<file path="src/rtl/backprop_update.sv">
// Backward-pass neuron update: delta = (target - prediction) * f'(.), then streams w' = w + lr*delta*x.
// Narrowing clamps when BACKPROP_SATURATE_EN is defined, otherwise wraps to WIDTH bits.

package backprop_pkg;
  typedef enum logic [2:0] {
    ACT_STEP    = 3'd0,
    ACT_SIGMOID = 3'd1,
    ACT_TANH    = 3'd2,
    ACT_RELU    = 3'd3,
    ACT_LINEAR  = 3'd4
  } act_func;
endpackage

module backprop_update
  import backprop_pkg::*;
#(
  parameter int WIDTH    = 16,
  parameter int FRAC     = 8,
  parameter int N_INPUTS = 4
) (
  input  logic                    clk,
  input  logic                    rst,
  input  logic                    start_valid,
  output logic                    start_ready,
  input  act_func                 activation,
  input  logic signed [WIDTH-1:0] sum,
  input  logic signed [WIDTH-1:0] prediction,
  input  logic signed [WIDTH-1:0] target,
  input  logic signed [WIDTH-1:0] lr,
  input  logic                    x_valid,
  output logic                    x_ready,
  input  logic signed [WIDTH-1:0] x,
  input  logic signed [WIDTH-1:0] w_in,
  output logic                    w_valid,
  input  logic                    w_ready,
  output logic signed [WIDTH-1:0] w_out,
  output logic                    w_last,
  output logic signed [WIDTH-1:0] delta,
  output logic                    busy
);

`ifdef BACKPROP_SATURATE_EN
  localparam bit SAT = 1'b1;
`else
  localparam bit SAT = 1'b0;
`endif

  localparam int unsigned CW = $clog2(N_INPUTS + 1);
  localparam logic [CW-1:0] N_C    = CW'(N_INPUTS);
  localparam logic [CW-1:0] LAST_C = CW'(N_INPUTS - 1);

  localparam logic signed [WIDTH-1:0]   ONE  = WIDTH'(64'd1 << FRAC);
  localparam logic signed [WIDTH-1:0]   SMAX = {1'b0, {(WIDTH-1){1'b1}}};
  localparam logic signed [WIDTH-1:0]   SMIN = {1'b1, {(WIDTH-1){1'b0}}};
  localparam logic signed [2*WIDTH-1:0] PMAX = {{(WIDTH+1){1'b0}}, {(WIDTH-1){1'b1}}};
  localparam logic signed [2*WIDTH-1:0] PMIN = {{(WIDTH+1){1'b1}}, {(WIDTH-1){1'b0}}};
  localparam logic signed [2*WIDTH-1:0] RND  = (2*WIDTH)'(64'd1 << (FRAC - 1));

  typedef enum logic [2:0] {
    S_IDLE,
    S_DERIV,
    S_DELTA,
    S_SCALE,
    S_STREAM
  } state_t;

  state_t state, state_next;

  act_func                 act_r;
  logic signed [WIDTH-1:0] sum_r, pred_r, tgt_r, lr_r;
  logic signed [WIDTH-1:0] err_r, fp_r, g_r, fp_next;
  logic [CW-1:0]           in_cnt, out_cnt;
  logic                    accept, drain;

  function automatic logic signed [WIDTH-1:0] narrow_sum(input logic signed [WIDTH:0] s);
    if (SAT && (s[WIDTH] != s[WIDTH-1])) return s[WIDTH] ? SMIN : SMAX;
    return s[WIDTH-1:0];
  endfunction

  function automatic logic signed [WIDTH-1:0] narrow_prod(input logic signed [2*WIDTH-1:0] p);
    if (SAT && (p > PMAX)) return SMAX;
    if (SAT && (p < PMIN)) return SMIN;
    return p[WIDTH-1:0];
  endfunction

  function automatic logic signed [WIDTH-1:0] fx_add(input logic signed [WIDTH-1:0] a,
                                                     input logic signed [WIDTH-1:0] b);
    return narrow_sum({a[WIDTH-1], a} + {b[WIDTH-1], b});
  endfunction

  function automatic logic signed [WIDTH-1:0] fx_sub(input logic signed [WIDTH-1:0] a,
                                                     input logic signed [WIDTH-1:0] b);
    return narrow_sum({a[WIDTH-1], a} - {b[WIDTH-1], b});
  endfunction

  // Sign-extended operands make the 2W-bit modular product equal the signed product.
  function automatic logic signed [WIDTH-1:0] fx_mul(input logic signed [WIDTH-1:0] a,
                                                     input logic signed [WIDTH-1:0] b);
    logic [2*WIDTH-1:0]        ae, be;
    logic signed [2*WIDTH-1:0] p;
    ae = {{WIDTH{a[WIDTH-1]}}, a};
    be = {{WIDTH{b[WIDTH-1]}}, b};
    p  = $signed(ae * be) + RND;
    p  = p >>> FRAC;
    return narrow_prod(p);
  endfunction

  always_comb begin
    fp_next = ONE;
    case (act_r)
      ACT_SIGMOID: fp_next = fx_mul(pred_r, fx_sub(ONE, pred_r));
      ACT_TANH:    fp_next = fx_sub(ONE, fx_mul(pred_r, pred_r));
      ACT_RELU:    fp_next = (!sum_r[WIDTH-1] && (sum_r != '0)) ? ONE : '0;
      default:     fp_next = ONE;
    endcase
  end

  always_ff @(posedge clk or posedge rst) begin
    if (rst) state <= S_IDLE;
    else     state <= state_next;
  end

  always_comb begin
    state_next  = state;
    start_ready = 1'b0;
    busy        = 1'b1;
    x_ready     = 1'b0;
    accept      = 1'b0;
    drain       = 1'b0;
    case (state)
      S_IDLE: begin
        start_ready = 1'b1;
        busy        = 1'b0;
        if (start_valid) state_next = S_DERIV;
      end
      S_DERIV: state_next = S_DELTA;
      S_DELTA: state_next = S_SCALE;
      S_SCALE: state_next = S_STREAM;
      S_STREAM: begin
        x_ready = (in_cnt < N_C) && (!w_valid || w_ready);
        accept  = x_valid && x_ready;
        drain   = w_valid && w_ready;
        if (drain && (out_cnt == LAST_C)) state_next = S_IDLE;
      end
      default: state_next = S_IDLE;
    endcase
  end

  always_ff @(posedge clk or posedge rst) begin
    if (rst) begin
      act_r   <= ACT_STEP;
      sum_r   <= '0;
      pred_r  <= '0;
      tgt_r   <= '0;
      lr_r    <= '0;
      err_r   <= '0;
      fp_r    <= '0;
      g_r     <= '0;
      delta   <= '0;
      in_cnt  <= '0;
      out_cnt <= '0;
      w_out   <= '0;
      w_valid <= 1'b0;
      w_last  <= 1'b0;
    end else begin
      case (state)
        S_IDLE: begin
          if (start_valid) begin
            act_r  <= activation;
            sum_r  <= sum;
            pred_r <= prediction;
            tgt_r  <= target;
            lr_r   <= lr;
          end
        end
        S_DERIV: begin
          err_r <= fx_sub(tgt_r, pred_r);
          fp_r  <= fp_next;
        end
        S_DELTA: delta <= fx_mul(err_r, fp_r);
        S_SCALE: begin
          g_r     <= fx_mul(lr_r, delta);
          in_cnt  <= '0;
          out_cnt <= '0;
        end
        S_STREAM: begin
          // A new pair may load in the same cycle the previous output drains.
          if (accept) begin
            w_out   <= fx_add(w_in, fx_mul(g_r, x));
            w_valid <= 1'b1;
            w_last  <= (in_cnt == LAST_C);
            in_cnt  <= in_cnt + CW'(1);
          end else if (drain) begin
            w_valid <= 1'b0;
            w_last  <= 1'b0;
          end
          if (drain) out_cnt <= out_cnt + CW'(1);
        end
        default: ;
      endcase
    end
  end

endmodule

</file>
<file path="config.mk">
export PLATFORM = sky130hd
export DESIGN_NAME = backprop_update
export DESIGN_NICKNAME = d
export VERILOG_FILES = /design/src/rtl/backprop_update.sv
export SDC_FILE = /design/constraint.sdc
export NUM_CORES = 2
export LEC_CHECK = 0
export CAP_MARGIN = 20
export CORE_ASPECT_RATIO = 0.7
export CORE_UTILIZATION = 65
export CTS_CLUSTER_DIAMETER = 50
export CTS_CLUSTER_SIZE = 24
export DETAILED_ROUTE_END_ITERATION = 8
export PLACE_DENSITY = 0.84
export SYNTH_ARGS = -nofsm -noshare
export SYNTH_HDL_FRONTEND = slang
export SYNTH_SLANG_ARGS = --single-unit
</file>
<file path="constraint.sdc">
create_clock -name clk -period 13.89 [get_ports clk]
set_clock_uncertainty 0.2 [all_clocks]
set_input_delay 2.778 -clock clk [delete_from_list [all_inputs] [get_ports clk]]
set_output_delay 2.778 -clock clk [all_outputs]
set_load 0.05 [all_outputs]
</file>
==> results.md <==
- Tmin final: about 11000 ps
- EDFF count, synth: 0
- Vert. Die Dim: 219 microns
- Maximum clock path buffer count: 2
- Via count: 31.7k
- Dpl ws: 2680 ps
- Synth unique cells: 88
- H-tree Lvls: 4
- Total negative setup slack: 0 ps
- Slowest stage delay, CP: 950 ps
- Fmax: 92.9 MHz
- Drt total wl: 104 mm
- Syn Inst Count: around 4.8k
- Fin. max-slew vios: 0
- Synth Register Bits: 158
- Layout cells sized above 1: 0.0309
- Critical path class: input pin to flop
- Met3 wire length: about 9.7 mm
- DP HPWL: 84.8 mm
- CTS Root Buffer Type: clkbuf_16
- Worst-path clk slew: 90 ps
- Run status: complete, no violations
- Leading area contributor after synthesis: fa_1
- Vias in the first global route: 34.2k
- Most frequent cell on the critical path: fa_1
- Post-synth top cells: inv_1 (1195), fa_1 (915), nand2_1 (597), ha_1 (393), and2_1 (300)
- Share of the synthesized area in the top cell type: 0.420
- Syn_area_per_cell: around 9 sq um
- Post CTS Setup Buffer Count: 0
- GPL Wtd Cong: 0.930
- Mapped Area: 0.0437 sq mm
- Crit path DAT: about 11000 ps
- Detailed Routing Iterations Pass 1: 6
- Post-route setup slack: between 3000 and 4000 ps
- Buffers on Ports: 140
- FILL cells: 5038
- Core ar.: 0.0664 sq mm
- Endpoint class of the critical path: flop
- Wire length on met2: 47.5 mm
- Initial antenna violation count: 0
- CTS tree: yes
- Via-per-instance ratio: 5.55
- Hold Crit Class: flop to flop
- Cts repair resizes: 0
- Unrepaired setup endpoints after global routing: no
- Area of the multi-input gates: 0.0344 sq mm
- Routed Antenna Nets: 0
- DRC: 0
- Crit share post-route: 0.775
- Total CTS buffers: 17
- Layout overhead on the synthesized area: 5.81%
- Die area: slightly below 0.07 sq mm
- Yosys warns: 0
- Metal-1 WL: 44.1 mm
- First-pass GRT wire length: 176 mm
- Worst-Skew Late Latency: 500 ps
- Diode count: 0
- WHS: around 290 ps
- Tightest Pin Transition: 943 ps
- Register area: about 0.004 sq mm
- Fin. Hold Viols: 0
- GRT Overall Usage: 0.328
- Critical Path RT: 14080 ps
- FP Rows: 79
- I/O pin total: ~140
- Nets@finish: slightly above 6k
- Die Wd: 312 microns
- Cts hold-fix bufs: 0
- Top cells by area, synth: fa_1 (42%), ha_1 (11%), inv_1 (10%), dfrtp_1 (9.1%), nand2_1 (5.1%)
- Crit start category: input pin
- Async set-or-reset flop fraction in the synthesized netlist: 1.00
- WL per Instance: between 15 and 20 microns
- Top-count cell post-synth: inv_1
- Pin count of the biggest net entering global routing: 63
- # clock sinks: 158
- Max Used Layer: met4
- Post-synth net total: about 6.2k
- CP max-delay cell: clkdlybuf4s50_1
- Initial core utilization: 0.657
- Register area share after synthesis: 0.0906
- Max-Cap Viols: 0
- Maximum fanout along the worst path: 16
- 1st-iter DRT viols: 2427
- Ys flop type: dfrtp_1
- GR Overflow Total: 0
- Relative slew slack: 0.367
- Final setup viols: 0
- R2r setup slk: around 4300 ps
-- cell usage in the layout, fill, tap and decap left out, types with 118 or more instances in the layout --
| cell type | Yosys | routed |
|---|---|---|
| and2_1 | 300 | 299 |
| clkdlybuf4s50_1 | 0 | 140 |
| dfrtp_1 | 158 | 158 |
| fa_1 | 915 | 915 |
| ha_1 | 393 | 393 |
| inv_1 | 1195 | 1194 |
| nand2_1 | 597 | 597 |
| nand2b_1 | 118 | 118 |
| nor2_1 | 188 | 188 |
| xnor2_1 | 152 | 152 |
-- routing by layer --
| metal | vias up | GRT usage |
|---|---|---|
| met5 | - | 0 |
| met4 | 0 | 0.0987 |
| met3 | 226 | 0.0670 |
| met2 | 1329 | 0.513 |
| met1 | 15960 | 0.465 |
| li1 | 14193 | - |
-- cell families after synthesis --
group	share of synthesized area
buffers and inverters	0.122
XOR/XNOR	0.0436
AO/OA/AOI/OAI	0.0479
adder cells (fa/ha/maj)	0.532
flip-flops	0.0906
multiplexers	0.0147
AND/OR/NAND/NOR	0.149
-- sequential cells by signal (all words and copies together), names as in the netlist, 16 cells and up --
register / cells
lr_r: 16
sum_r: 16
fp_r: 16
tgt_r: 16
w_out: 16
err_r: 16
pred_r: 16
g_r: 16
delta: 16
-- critical path, delay by kind of cell --
family | cells | cell delay [ps]
buf+inv | 3 | 1130
fa+ha+maj | 8 | 3470
compound gates | 9 | 1890
xor+xnor | 2 | 370
simple gates | 7 | 1290
-- final cells by class --
type                            count  area share
Timing Repair Buffer              173      0.0357
Multi-Input combinational cell   3262       0.744
Sequential cell                   158      0.0856
Inverter                         1202      0.0978
Clock inverter                     13     0.00271
Clock buffer                       19     0.00959
Tap cell                          891      0.0241
-- path summary, 6_finish.rpt --
kind / from / cells past startpoint / end
setup / recovery: x[3] / 29 / w_out[15]$_DFFE_PP0P_
hold / removal: w_out[9]$_DFFE_PP0P_ / 2 / w_out[9]$_DFFE_PP0P_
setup reg to reg: pred_r[0]$_DFFE_PP0P_ / 28 / fp_r[14]$_DFFE_PP0P_
hold reg to reg: w_out[9]$_DFFE_PP0P_ / 2 / w_out[9]$_DFFE_PP0P_
max in group asynchronous: rst / 4 / pred_r[9]$_DFFE_PP0P_
min in group asynchronous: rst / 2 / w_valid$_DFFE_PP0P_
-- through the flow --
step	area, sq um	util	std cells
final	46200	0.695	5718
after global routing	46200	0.695	5718
after CTS	46200	0.695	5717
after detailed placement	45600	0.687	5685
after global placement	45600	0.687	5685
after floorplan	43700	-	4815
Power is not shown: default switching activity piles up to over one toggle a cycle in this logic, so the estimate is an artifact.
